===== src/rtl/fetch_icache_unit_pkg.sv =====
// Shared types and constants for the instruction-fetch stage and its I-cache.
package fetch_icache_unit_pkg;

    // Next-PC source selected by the hazard unit / MEM-stage redirect logic.
    typedef enum logic [1:0] {
        NEXT_PC     = 2'd0,
        BRANCH_ALU  = 2'd1,
        BRANCH_JUMP = 2'd2
    } pc_sel_e;

    // Fetch controller states.
    typedef enum logic [1:0] {
        RUN    = 2'd0,
        REFILL = 2'd1,
        LOAD   = 2'd2
    } fetch_state_e;

    // addi x0, x0, 0 -- issued whenever no real instruction is available.
    localparam logic [31:0] NOP_INSTR = 32'h0000_0013;

endpackage


===== src/rtl/fetch_icache_unit_icache_dm.sv =====
// Direct-mapped I-cache storage (the icache_dm block): tag, valid and data arrays,
// a combinational lookup port, a single-word data write port used during refill,
// a line-fill port that sets tag and valid, and a whole-cache valid flush.
module fetch_icache_unit_icache_dm
    import fetch_icache_unit_pkg::*;
#(
    parameter int XLEN  = 32,
    parameter int TAG_W = 12,
    parameter int IDX_W = 4,
    parameter int OFF_W = 2
) (
    input  logic             clk,
    input  logic             rst_n,
    input  logic             flush,
    input  logic [IDX_W-1:0] rd_index,
    input  logic [OFF_W-1:0] rd_offset,
    input  logic [TAG_W-1:0] rd_tag,
    output logic             hit,
    output logic [XLEN-1:0]  rd_data,
    input  logic             wr_en,
    input  logic [IDX_W-1:0] wr_index,
    input  logic [OFF_W-1:0] wr_offset,
    input  logic [XLEN-1:0]  wr_data,
    input  logic             fill_en,
    input  logic [IDX_W-1:0] fill_index,
    input  logic [TAG_W-1:0] fill_tag
);

    localparam int NUM_LINES = 1 << IDX_W;
    localparam int NUM_WORDS = NUM_LINES << OFF_W;

    logic [XLEN-1:0]      data_mem [NUM_WORDS];
    logic [TAG_W-1:0]     tag_mem  [NUM_LINES];
    logic [NUM_LINES-1:0] valid_reg;

    // Data words are written one at a time as the SRAM returns them.
    always_ff @(posedge clk) begin
        if (wr_en) begin
            data_mem[{wr_index, wr_offset}] <= wr_data;
        end
    end

    // Tag is written together with the last word of the line.
    always_ff @(posedge clk) begin
        if (fill_en) begin
            tag_mem[fill_index] <= fill_tag;
        end
    end

    // Valid bits: cleared by reset or flush, set when a line fill completes.
    always_ff @(posedge clk or negedge rst_n) begin
        if (!rst_n) begin
            valid_reg <= '0;
        end else if (flush) begin
            valid_reg <= '0;
        end else if (fill_en) begin
            valid_reg[fill_index] <= 1'b1;
        end
    end

    assign hit     = valid_reg[rd_index] && (tag_mem[rd_index] == rd_tag);
    assign rd_data = data_mem[{rd_index, rd_offset}];

endmodule


===== src/rtl/fetch_icache_unit.sv =====
// Instruction-fetch stage: PC register, next-PC select, direct-mapped I-cache with
// multi-word line refill from a 1-cycle-latency SRAM, and a program-load port.
// Optional macro ICACHE_STATS_EN adds saturating hit/miss counters (hit_cnt_o, miss_cnt_o).
module fetch_icache_unit
    import fetch_icache_unit_pkg::*;
#(
    parameter int              XLEN       = 32,
    parameter int              ADDR_W     = 20,
    parameter int              LINE_WORDS = 4,
    parameter int              NUM_LINES  = 16,
    parameter logic [XLEN-1:0] RESET_PC   = '0
) (
    input  logic              CLK,
    input  logic              RSTn,
    input  logic              EN,
    input  logic              stall_i,
    input  logic [1:0]        pc_sel_i,
    input  logic [XLEN-1:0]   alu_target_i,
    input  logic [XLEN-1:0]   jump_target_i,
    input  logic              tb_load_i,
    input  logic [ADDR_W-1:0] tb_addr_i,
    input  logic [XLEN-1:0]   tb_data_i,
    output logic              imem_csb_o,
    output logic              imem_web_o,
    output logic [ADDR_W-1:0] imem_addr_o,
    output logic [XLEN-1:0]   imem_din_o,
    input  logic [XLEN-1:0]   imem_dout_i,
    output logic [XLEN-1:0]   pc_o,
    output logic [XLEN-1:0]   pc_link_o,
    output logic [XLEN-1:0]   instr_o,
    output logic              instr_valid_o
`ifdef ICACHE_STATS_EN
    ,
    output logic [31:0]       hit_cnt_o,
    output logic [31:0]       miss_cnt_o
`endif
);

    localparam int OFF_W  = $clog2(LINE_WORDS);
    localparam int IDX_W  = $clog2(NUM_LINES);
    localparam int TAG_LO = 2 + OFF_W + IDX_W;
    localparam int TAG_W  = ADDR_W - TAG_LO;

    localparam logic [OFF_W:0]   LAST_CNT  = (OFF_W + 1)'(LINE_WORDS);
    localparam logic [OFF_W:0]   CNT_ONE   = (OFF_W + 1)'(1);
    localparam logic [OFF_W-1:0] OFF_ONE   = OFF_W'(1);
    localparam logic [XLEN-1:0]  PC_STEP   = XLEN'(4);
    localparam logic [XLEN-1:0]  ALIGN_LOW = XLEN'(3);

    fetch_state_e     state_reg, state_next;
    logic [XLEN-1:0]  pc_reg, pc_next;
    logic [OFF_W:0]   cnt_reg, cnt_next;
    logic             pend_valid_reg, pend_valid_next;
    logic [XLEN-1:0]  pend_pc_reg, pend_pc_next;

    logic             hit;
    logic [XLEN-1:0]  rd_data;
    logic             wr_en, fill_en, flush;
    logic [OFF_W-1:0] cap_offset;
    logic [XLEN-1:0]  target_raw, sel_pc;
    logic             redirect;
    logic             run_hit;

    // Address split of the current PC.
    logic [OFF_W-1:0] pc_offset;
    logic [IDX_W-1:0] pc_index;
    logic [TAG_W-1:0] pc_tag;

    assign pc_offset  = pc_reg[2 +: OFF_W];
    assign pc_index   = pc_reg[2 + OFF_W +: IDX_W];
    assign pc_tag     = pc_reg[ADDR_W-1:TAG_LO];
    assign cap_offset = cnt_reg[OFF_W-1:0] - OFF_ONE;

    fetch_icache_unit_icache_dm #(
        .XLEN  (XLEN),
        .TAG_W (TAG_W),
        .IDX_W (IDX_W),
        .OFF_W (OFF_W)
    ) u_icache (
        .clk        (CLK),
        .rst_n      (RSTn),
        .flush      (flush),
        .rd_index   (pc_index),
        .rd_offset  (pc_offset),
        .rd_tag     (pc_tag),
        .hit        (hit),
        .rd_data    (rd_data),
        .wr_en      (wr_en),
        .wr_index   (pc_index),
        .wr_offset  (cap_offset),
        .wr_data    (imem_dout_i),
        .fill_en    (fill_en),
        .fill_index (pc_index),
        .fill_tag   (pc_tag)
    );

    // Next-PC select; targets are word-aligned by clearing the low two bits.
    always_comb begin
        target_raw = pc_reg + PC_STEP;
        redirect   = 1'b0;
        case (pc_sel_e'(pc_sel_i))
            BRANCH_ALU: begin
                target_raw = alu_target_i;
                redirect   = 1'b1;
            end
            BRANCH_JUMP: begin
                target_raw = jump_target_i;
                redirect   = 1'b1;
            end
            default: target_raw = pc_reg + PC_STEP;
        endcase
        sel_pc = target_raw & ~ALIGN_LOW;
    end

    // Fetch controller: state transitions, SRAM port and cache write control.
    // A redirect that arrives while the line is missing is parked in the pending
    // register so it is not lost; a redirect during a stalled hit is held off by
    // the hazard unit, which never stalls a redirecting instruction.
    always_comb begin
        state_next      = state_reg;
        pc_next         = pc_reg;
        cnt_next        = cnt_reg;
        pend_valid_next = pend_valid_reg;
        pend_pc_next    = pend_pc_reg;
        imem_csb_o      = 1'b1;
        imem_web_o      = 1'b1;
        imem_addr_o     = '0;
        imem_din_o      = '0;
        wr_en           = 1'b0;
        fill_en         = 1'b0;
        flush           = 1'b0;
        if (EN) begin
            if (tb_load_i) begin
                state_next      = LOAD;
                cnt_next        = '0;
                pend_valid_next = 1'b0;
                flush           = 1'b1;
                imem_csb_o      = 1'b0;
                imem_web_o      = 1'b0;
                imem_addr_o     = tb_addr_i;
                imem_din_o      = tb_data_i;
            end else begin
                case (state_reg)
                    RUN: begin
                        if (hit) begin
                            if (!stall_i) begin
                                pc_next = sel_pc;
                            end
                        end else begin
                            state_next = REFILL;
                            cnt_next   = '0;
                            if (redirect) begin
                                pend_valid_next = 1'b1;
                                pend_pc_next    = sel_pc;
                            end
                        end
                    end
                    REFILL: begin
                        if (redirect) begin
                            pend_valid_next = 1'b1;
                            pend_pc_next    = sel_pc;
                        end
                        if (cnt_reg != LAST_CNT) begin
                            imem_csb_o  = 1'b0;
                            imem_addr_o = {pc_reg[ADDR_W-1:2+OFF_W], cnt_reg[OFF_W-1:0], 2'b00};
                        end
                        if (cnt_reg != '0) begin
                            wr_en = 1'b1;
                        end
                        if (cnt_reg == LAST_CNT) begin
                            fill_en         = 1'b1;
                            state_next      = RUN;
                            cnt_next        = '0;
                            pend_valid_next = 1'b0;
                            if (redirect) begin
                                pc_next = sel_pc;
                            end else if (pend_valid_reg) begin
                                pc_next = pend_pc_reg;
                            end
                        end else begin
                            cnt_next = cnt_reg + CNT_ONE;
                        end
                    end
                    LOAD: begin
                        state_next      = RUN;
                        pc_next         = RESET_PC;
                        pend_valid_next = 1'b0;
                    end
                    default: state_next = RUN;
                endcase
            end
        end
    end

    // Controller state registers.
    always_ff @(posedge CLK or negedge RSTn) begin
        if (!RSTn) begin
            state_reg      <= RUN;
            pc_reg         <= RESET_PC;
            cnt_reg        <= '0;
            pend_valid_reg <= 1'b0;
            pend_pc_reg    <= '0;
        end else begin
            state_reg      <= state_next;
            pc_reg         <= pc_next;
            cnt_reg        <= cnt_next;
            pend_valid_reg <= pend_valid_next;
            pend_pc_reg    <= pend_pc_next;
        end
    end

    assign run_hit       = (state_reg == RUN) && hit && !tb_load_i;
    assign instr_valid_o = run_hit;
    assign instr_o       = run_hit ? rd_data : XLEN'(NOP_INSTR);
    assign pc_o          = pc_reg;
    assign pc_link_o     = pc_reg + PC_STEP;

`ifdef ICACHE_STATS_EN
    logic [31:0] hit_cnt_reg, miss_cnt_reg;

    // Saturating hit/miss statistics, restarted by reset and program load.
    always_ff @(posedge CLK or negedge RSTn) begin
        if (!RSTn) begin
            hit_cnt_reg  <= '0;
            miss_cnt_reg <= '0;
        end else if (tb_load_i) begin
            hit_cnt_reg  <= '0;
            miss_cnt_reg <= '0;
        end else if (EN && (state_reg == RUN)) begin
            if (hit && !stall_i && (hit_cnt_reg != '1)) begin
                hit_cnt_reg <= hit_cnt_reg + 32'd1;
            end
            if (!hit && (miss_cnt_reg != '1)) begin
                miss_cnt_reg <= miss_cnt_reg + 32'd1;
            end
        end
    end

    assign hit_cnt_o  = hit_cnt_reg;
    assign miss_cnt_o = miss_cnt_reg;
`endif

endmodule


===== config.mk =====
export PLATFORM = sky130hd
export DESIGN_NAME = fetch_icache_unit
export DESIGN_NICKNAME = d
export VERILOG_FILES = /design/src/rtl/fetch_icache_unit_pkg.sv /design/src/rtl/fetch_icache_unit_icache_dm.sv /design/src/rtl/fetch_icache_unit.sv
export SDC_FILE = /design/constraint.sdc
export NUM_CORES = 2
export LEC_CHECK = 0
export BUFFER_PORTS_ARGS = -buffer_cell sky130_fd_sc_hd__buf_2
export CAP_MARGIN = 30
export CORE_MARGIN = 1
export CORE_UTILIZATION = 40
export DETAILED_ROUTE_END_ITERATION = 8
export PLACE_DENSITY = 0.58
export SYNTH_ARGS = -nofsm -noshare
export SYNTH_HDL_FRONTEND = slang
export SYNTH_SLANG_ARGS = --single-unit

===== constraint.sdc =====
create_clock -name CLK -period 10.2 [get_ports CLK]
set_clock_uncertainty 0.15 [all_clocks]
set_input_delay 1.02 -clock CLK [delete_from_list [all_inputs] [get_ports CLK]]
set_output_delay 1.02 -clock CLK [all_outputs]
set_load 0.02 [all_outputs]

Word level (Yosys, flattened, before mapping). Memory sizes are Yosys's and may differ from the RTL's. Index checks and enable logic that the tools add are counted.

Flip-flop bits (word level): 86. Memory bits (writable): 2240. Input bits: 155. Output and inout port bits: 151. Logic and storage cells: 104. Memories: 2.

Add/sub/neg operators: 3. Magnitude comparators: 2. Equal/unequal tests: 14. Multiplexer cells: 57. Bitwise gates (word level): 2. Reductions and logical operators: 18.

Memory list: u_icache.data_mem (depth 64, width 32, read ports 1, clocked after memory_dff 0, write ports 1, line fetch_icache_unit_icache_dm.sv:32) `logic [XLEN-1:0] data_mem [NUM_WORDS];`; u_icache.tag_mem (depth 16, width 12, read ports 1, clocked after memory_dff 0, write ports 1, line fetch_icache_unit_icache_dm.sv:33) `logic [TAG_W-1:0] tag_mem [NUM_LINES];`.

Operators by type and width (number): $mux W32 (10); $pmux W32 S2 (2); $pmux W32 S3 (1); $mux W20 (4); $add A32 B3 Y32 const B (1); $mux W16 (2); $mux W1 (27); $or A16 B16 Y16 (1); $eq A12 B12 Y1 (1); $ne A3 B3 Y1 const B (4); $mux W3 (3); $reduce_and A3 Y1 (3); $reduce_bool A3 Y1 (3); $ne A2 B2 Y1 const B (4); $reduce_and A7 Y1 (1); $mux W2 (3); $pmux W3 S2 (1); $lt A4 B5 Y1 const B (1); $bmux W1 S4 (1); $demux W1 S4 (1); $eq A2 B1 Y1 const B (2); $eq A2 B2 Y1 const B (2); $ge A4 B1 Y1 const B (1); $logic_and A1 B1 Y1 (4); other kinds (12) (13).

Logic depth before layout (Yosys ltp).
Depth in word-level cells: 7. Gate-level depth with buffers: 14. Depth with buffers taken out: 9.

Cells and area by module. From an unflattened synthesis, not the netlist that was laid out.

Cells, all modules: 4045. Area total of the unflattened synthesis: 91361.4 µm².

Modules (own cells, without submodules): fetch_icache_unit_icache_dm (times used 1, cells each 3397, area an instance 86061.3 µm², seq. area each 67664.9 µm²); fetch_icache_unit (times used 1, cells each 648, area an instance 5300.1 µm², seq. area each 1751.7 µm²).

Worst setup path after synthesis. OpenSTA, ideal clock, no wires.

Path kind: reg2out. From: register pc_reg[8] (netlist: pc_o[8]). To: output port instr_o[12]. Data arrival time: 3.793 ns. Required time: 9.030 ns. Setup slack: 5.237 ns. Cell stages (with the launch flop): 11. Path buffers: 2. Cell sequence: dfrtp_1 clkinv_1 and3_1 o41a_1 a222oi_1 o211a_1 and3_1 buf_2 nand2_1 buf_2 a2111oi_0.

Longest elaborated chain between the ends: 5.

Ends and longest elaborated chain: start: declaration (line fetch_icache_unit.sv:51) `logic [XLEN-1:0] pc_reg, pc_next;`; start signal: assignment (line fetch_icache_unit.sv:205) `pc_reg <= pc_next;`; $eq A12 B12 Y1 (line fetch_icache_unit_icache_dm.sv:61) `assign hit = valid_reg[rd_index] && (tag_mem[rd_index] == rd_tag);`; $logic_and A1 B1 Y1 (line fetch_icache_unit_icache_dm.sv:61); $logic_and A1 B1 Y1 (2 in a row) (line fetch_icache_unit.sv:212) `assign run_hit = (state_reg == RUN) && hit && !tb_load_i;`; $mux W32 (line fetch_icache_unit.sv:214) `assign instr_o = run_hit ? rd_data : XLEN'(NOP_INSTR);`; end: declaration (line fetch_icache_unit.sv:30) `output logic [XLEN-1:0] instr_o,`.

Every way passes these cells.

Final worst setup path.
From: register pc_reg[4] (netlist: pc_o[4]). To: output port instr_o[0].

Longest elaborated chain between the ends: 6. Elaborated cells on any way between the ends: 9. Those cells by class: eq/ne (1); mux (3); reduce/logical (3); memory (2).

Ends and longest elaborated chain (line): $mem_v2 Z16 W12 / $bmux W1 S4 (equally long branches); $eq A12 B12 Y1 / $mux W1 (equally long branches) (fetch_icache_unit_icache_dm.sv:61); $logic_and A1 B1 Y1 (fetch_icache_unit_icache_dm.sv:61); $logic_and A1 B1 Y1 (2 in a row) (fetch_icache_unit.sv:212); $mux W32 (*) (fetch_icache_unit.sv:214).

Mark *: on every way between the ends. The rest lies on a longest branch, timed or not. The select of a mux whose other input is x is not followed.

==> summary.md <==
| Metric | Value |
|---|---|
| Run status | `finished, final reports clean` |
| DIE HEIGHT | `481 um` |
| Grt total ovfl | `0` |
| Unrepaired setup endpoints after global routing | `false` |
| H-tree lvl count | `4` |
| Post-synthesis cell count | `around 4,200` |
| FMAX | `about 130 MHz` |
| Initial antenna violation count | `35` |
| Row count | `175` |
| Main combinational cell family by area after synthesis | `multiplexers` |
| CTS tree | `built` |
| CP Class | `flop to primary output` |
| Via count | `between 40,000 and 50,000` |
| Yosys cell types | `84` |
| Post-synthesis mux area share | `0.175` |
| Clk slew on worst S/H paths | `0.06 ns` |
| Pwr Total | `26.0 mW` |
| Max-cap violations | `0` |
| Post-synthesis sequential element count | `2,326` |
| Global-route wire length before repair | `359 mm` |
| Slack of the worst reg-to-reg path | `4.79 ns` |
| CP endpoint kind | `primary output` |
| DRT iter0 DRCs | `5,248` |
| DR vias/cell | `5.90` |
| Seq/Total Area, Yosys | `0.757` |
| Avg Cell Area, Syn | `21.7 um2` |
| Period minus WS final | `7.60 ns` |
| Most flop-heavy register | `u_icache.data_mem` |
| Hold EP | `u_icache.data_mem[13][30]$_DFFE_PP_` |
| Die width | `approximately 480 um` |
| Hold crit path type | `input pin to flop` |
| Layout cell share with drive strength beyond 1 | `0.324` |
| Cell Area, Synth | `between 90,000 and 100,000 um2` |
| Worst path most repeated cell | `buf_4` |
| Most frequent cells in the layout | `2,240 x edfxtp_1, 611 x mux4_2, 300 x buf_2` |
| Routed WL per cell | `32.9 um` |
| Pleak | `33.4 nW` |
| R2R Path End | `cnt_reg[2]$_DFFE_PN0P_` |
| Slew headroom | `0.283` |
| CP Data Required Time | `9.03 ns` |
| Setup bufs post-CTS | `0` |
| Area fraction in compound gates after synthesis | `0.0268` |
| CP cell instances | `buf_4 -> mux4_1 -> nor2_1 -> o41a_1 -> a222oi_1 -> o211a_1 -> and3_1 -> nand2_1 -> buf_4 -> inv_1 -> nand4_1 -> buf_2` |
| Pin count of the biggest net entering global routing | `131` |
| Post-Synth Adder-Cell Area | `0.00109` |
| Post-synth EDFFs | `2,240` |
| Synth async-reset ratio | `0.0370` |
| Crit share post-route | `0.745` |
| Final worst setup slack | `2.60 ns` |
| Drt first pass iters | `5` |
| GPL Wtd Cong | `0.810` |
| Synth Area in XOR/XNOR | `0.00306` |
| Die area | `231,000 um2` |
| Final Hold Viols | `0` |
| Critical Path Max Stage Delay | `0.77 ns` |
| Num CTS Buffers | `around 230` |
| Seq. cell area | `between 60,000 and 70,000 um2` |
| Starting Density | `0.403` |
| Place WS | `about 3.4 ns` |
| Drt total wl | `259 mm` |
| Top Registers | `u_icache.data_mem (2048), u_icache.tag_mem (192)` |
| Root Driver | `clkbuf_16` |
| Area of the multi-input gates | `21,400 um2` |
| Critical-path cell with the highest stage delay | `dfrtp_4` |
| PwrDens | `247 nW/um2` |
| Clock sinks | `around 2,300` |
| Hold Path Cell Cnt | `1` |
| Final nets | `approximately 4,800` |
| # DRC | `0` |
| Fillers | `18,800` |
| Startpoint types | `flop` |
| Top_reg_cell synth | `edfxtp_1` |
| DP Wirelength | `150 mm` |
| Max-slew violations | `0` |
| Hold Crit Start | `imem_dout_i[30]` |
| CP Max Fanout | `47` |
| Max rail drop VDD | `0.183 mV` |
| Reg2reg start | `pc_o[4]$_DFFE_PN0P_` |
| Tot GR Track Use | `0.222` |
| Synth Area in Simple Gates | `0.0219` |
| Clk Latency, worst-skew pair | `~0.87 ns` |
| Worst-margin pin slew | `1.08 ns` |
| Setup violators final | `0` |
| Antenna Nets Post-Route | `0` |
| Ys Warns | `0` |
| Syn nets | `4,381` |
| Hold buffer count at CTS | `1` |
| Post-cts sizing count | `0` |
| Number of I/O pins | `306` |
| Commonest non-fill, non-tap cell in the layout | `edfxtp_1` |
| P&R area growth vs syn | `14.7%` |
| Max reg flops | `between 2,000 and 2,500` |
| Reg2reg path depth | `11` |
| Clock tree buffer depth | `3` |
| Core Area | `227,000 um2` |
| Quantity of I/O buffers inserted on ports | `301` |
| Data arrival, critical path | `6.43 ns` |
| Vias in the first global route | `46,000` |
| Setup TNS | `0 ns` |
[cell families (layout without fill, tap and decap cells)]
group / Yosys count / in the layout
adders and majority gates: 8 / 8
buffers and inverters: 288 / 932
other: 0 / 4
DFF: 2326 / 2326
AOI/OAI and AO/OA: 339 / 339
xor gates and xnor gates: 32 / 32
and+or+nand+nor: 417 / 417
muxes: 808 / 808
[Yosys cell counts (all sizes together), types with 4 or more instances]
cell type / n / area, um2
xnor2: 26 / 228
o221ai: 9 / 78.8
nor4: 5 / 46.3
nand3: 19 / 108
or3: 6 / 37.5
o22ai: 57 / 357
a311oi: 8 / 70.1
a2111oi: 12 / 111
buf: 135 / 810
nand2: 79 / 297
ha: 8 / 100
nor2: 160 / 601
or2: 4 / 25.0
a211o: 5 / 43.8
o21ai: 46 / 230
mux2i: 104 / 1040
o32ai: 5 / 70.1
a221oi: 8 / 70.1
edfxtp: 2240 / 67300
and3: 49 / 307
a22oi: 18 / 135
a21oi: 46 / 234
a211oi: 24 / 185
dfrtp: 86 / 2150
nor3: 25 / 125
a31oi: 11 / 68.8
inv: 29 / 109
nand2b: 13 / 83.8
clkbuf: 122 / 458
xor2: 6 / 52.6
nor2b: 17 / 106
a22o: 47 / 412
a32oi: 9 / 78.8
mux2: 86 / 1040
mux4: 618 / 13900
and2: 11 / 68.8
nand4: 17 / 106
[worst max-delay path: cells and delay by family (launching register included)]
kind / cells / cell delay (ns)
compound gates: 3 / 1.07
buf+inv: 4 / 1.94
flops: 1 / 0.77
mux: 1 / 0.46
simple gates: 4 / 1.23
[routing by layer]
metal  up-vias  routed length [um]  track usage
li1      18700                   -            -
met1     25200              109000        0.312
met2      2108              123000        0.353
met3       386               19900       0.0418
met4        10                8040       0.0684
met5         -                  66            0
[per-stage QoR]
stage,instances,hold slack [ns],utilization,cell area (um2)
3_5_place_dp,7439,0.312,0.430,97800
4_1_cts,7854,0.258,0.461,105000
6_report,7875,0.227,0.462,105000
3_3_place_gp,7430,0.309,0.429,97600
2_1_floorplan,4218,0.292,-,91700
5_1_grt,7873,0.192,0.462,105000
[where the power goes]
part | switching [mW] | leakage, nW | internal [mW] | total [mW]
Combinational | 4.15 | 8.70 | 2.91 | 7.06
Sequential | 0.281 | 21.3 | 10.7 | 11.0
Clock | 3.61 | 3.41 | 4.38 | 8.00
[worst max path at each step]
stage / from / end / slack (ns) / cells past startpoint
floorplan: pc_o[8]$_DFFE_PN0P_ / instr_o[12] / 5.24 / 10
global placement: pc_o[4]$_DFFE_PN0P_ / instr_o[0] / 3.39 / 12
detailed placement: pc_o[4]$_DFFE_PN0P_ / instr_o[0] / 3.40 / 12
CTS: pc_o[4]$_DFFE_PN0P_ / instr_o[0] / 2.42 / 12
global route: pc_o[4]$_DFFE_PN0P_ / instr_o[0] / 2.36 / 12
finish: pc_o[4]$_DFFE_PN0P_ / instr_o[0] / 2.60 / 12
[cell type report]
class                           count  area share
Sequential cell                  2326       0.660
Timing Repair Buffer              487      0.0324
Multi-Input combinational cell   1604       0.204
Clock buffer                      291      0.0570
Inverter                           31     0.00111
Tap cell                         3009      0.0358
Clock inverter                    123     0.00976
Antenna cell                        4   0.0000952
Power figures use the tool's default switching activity.
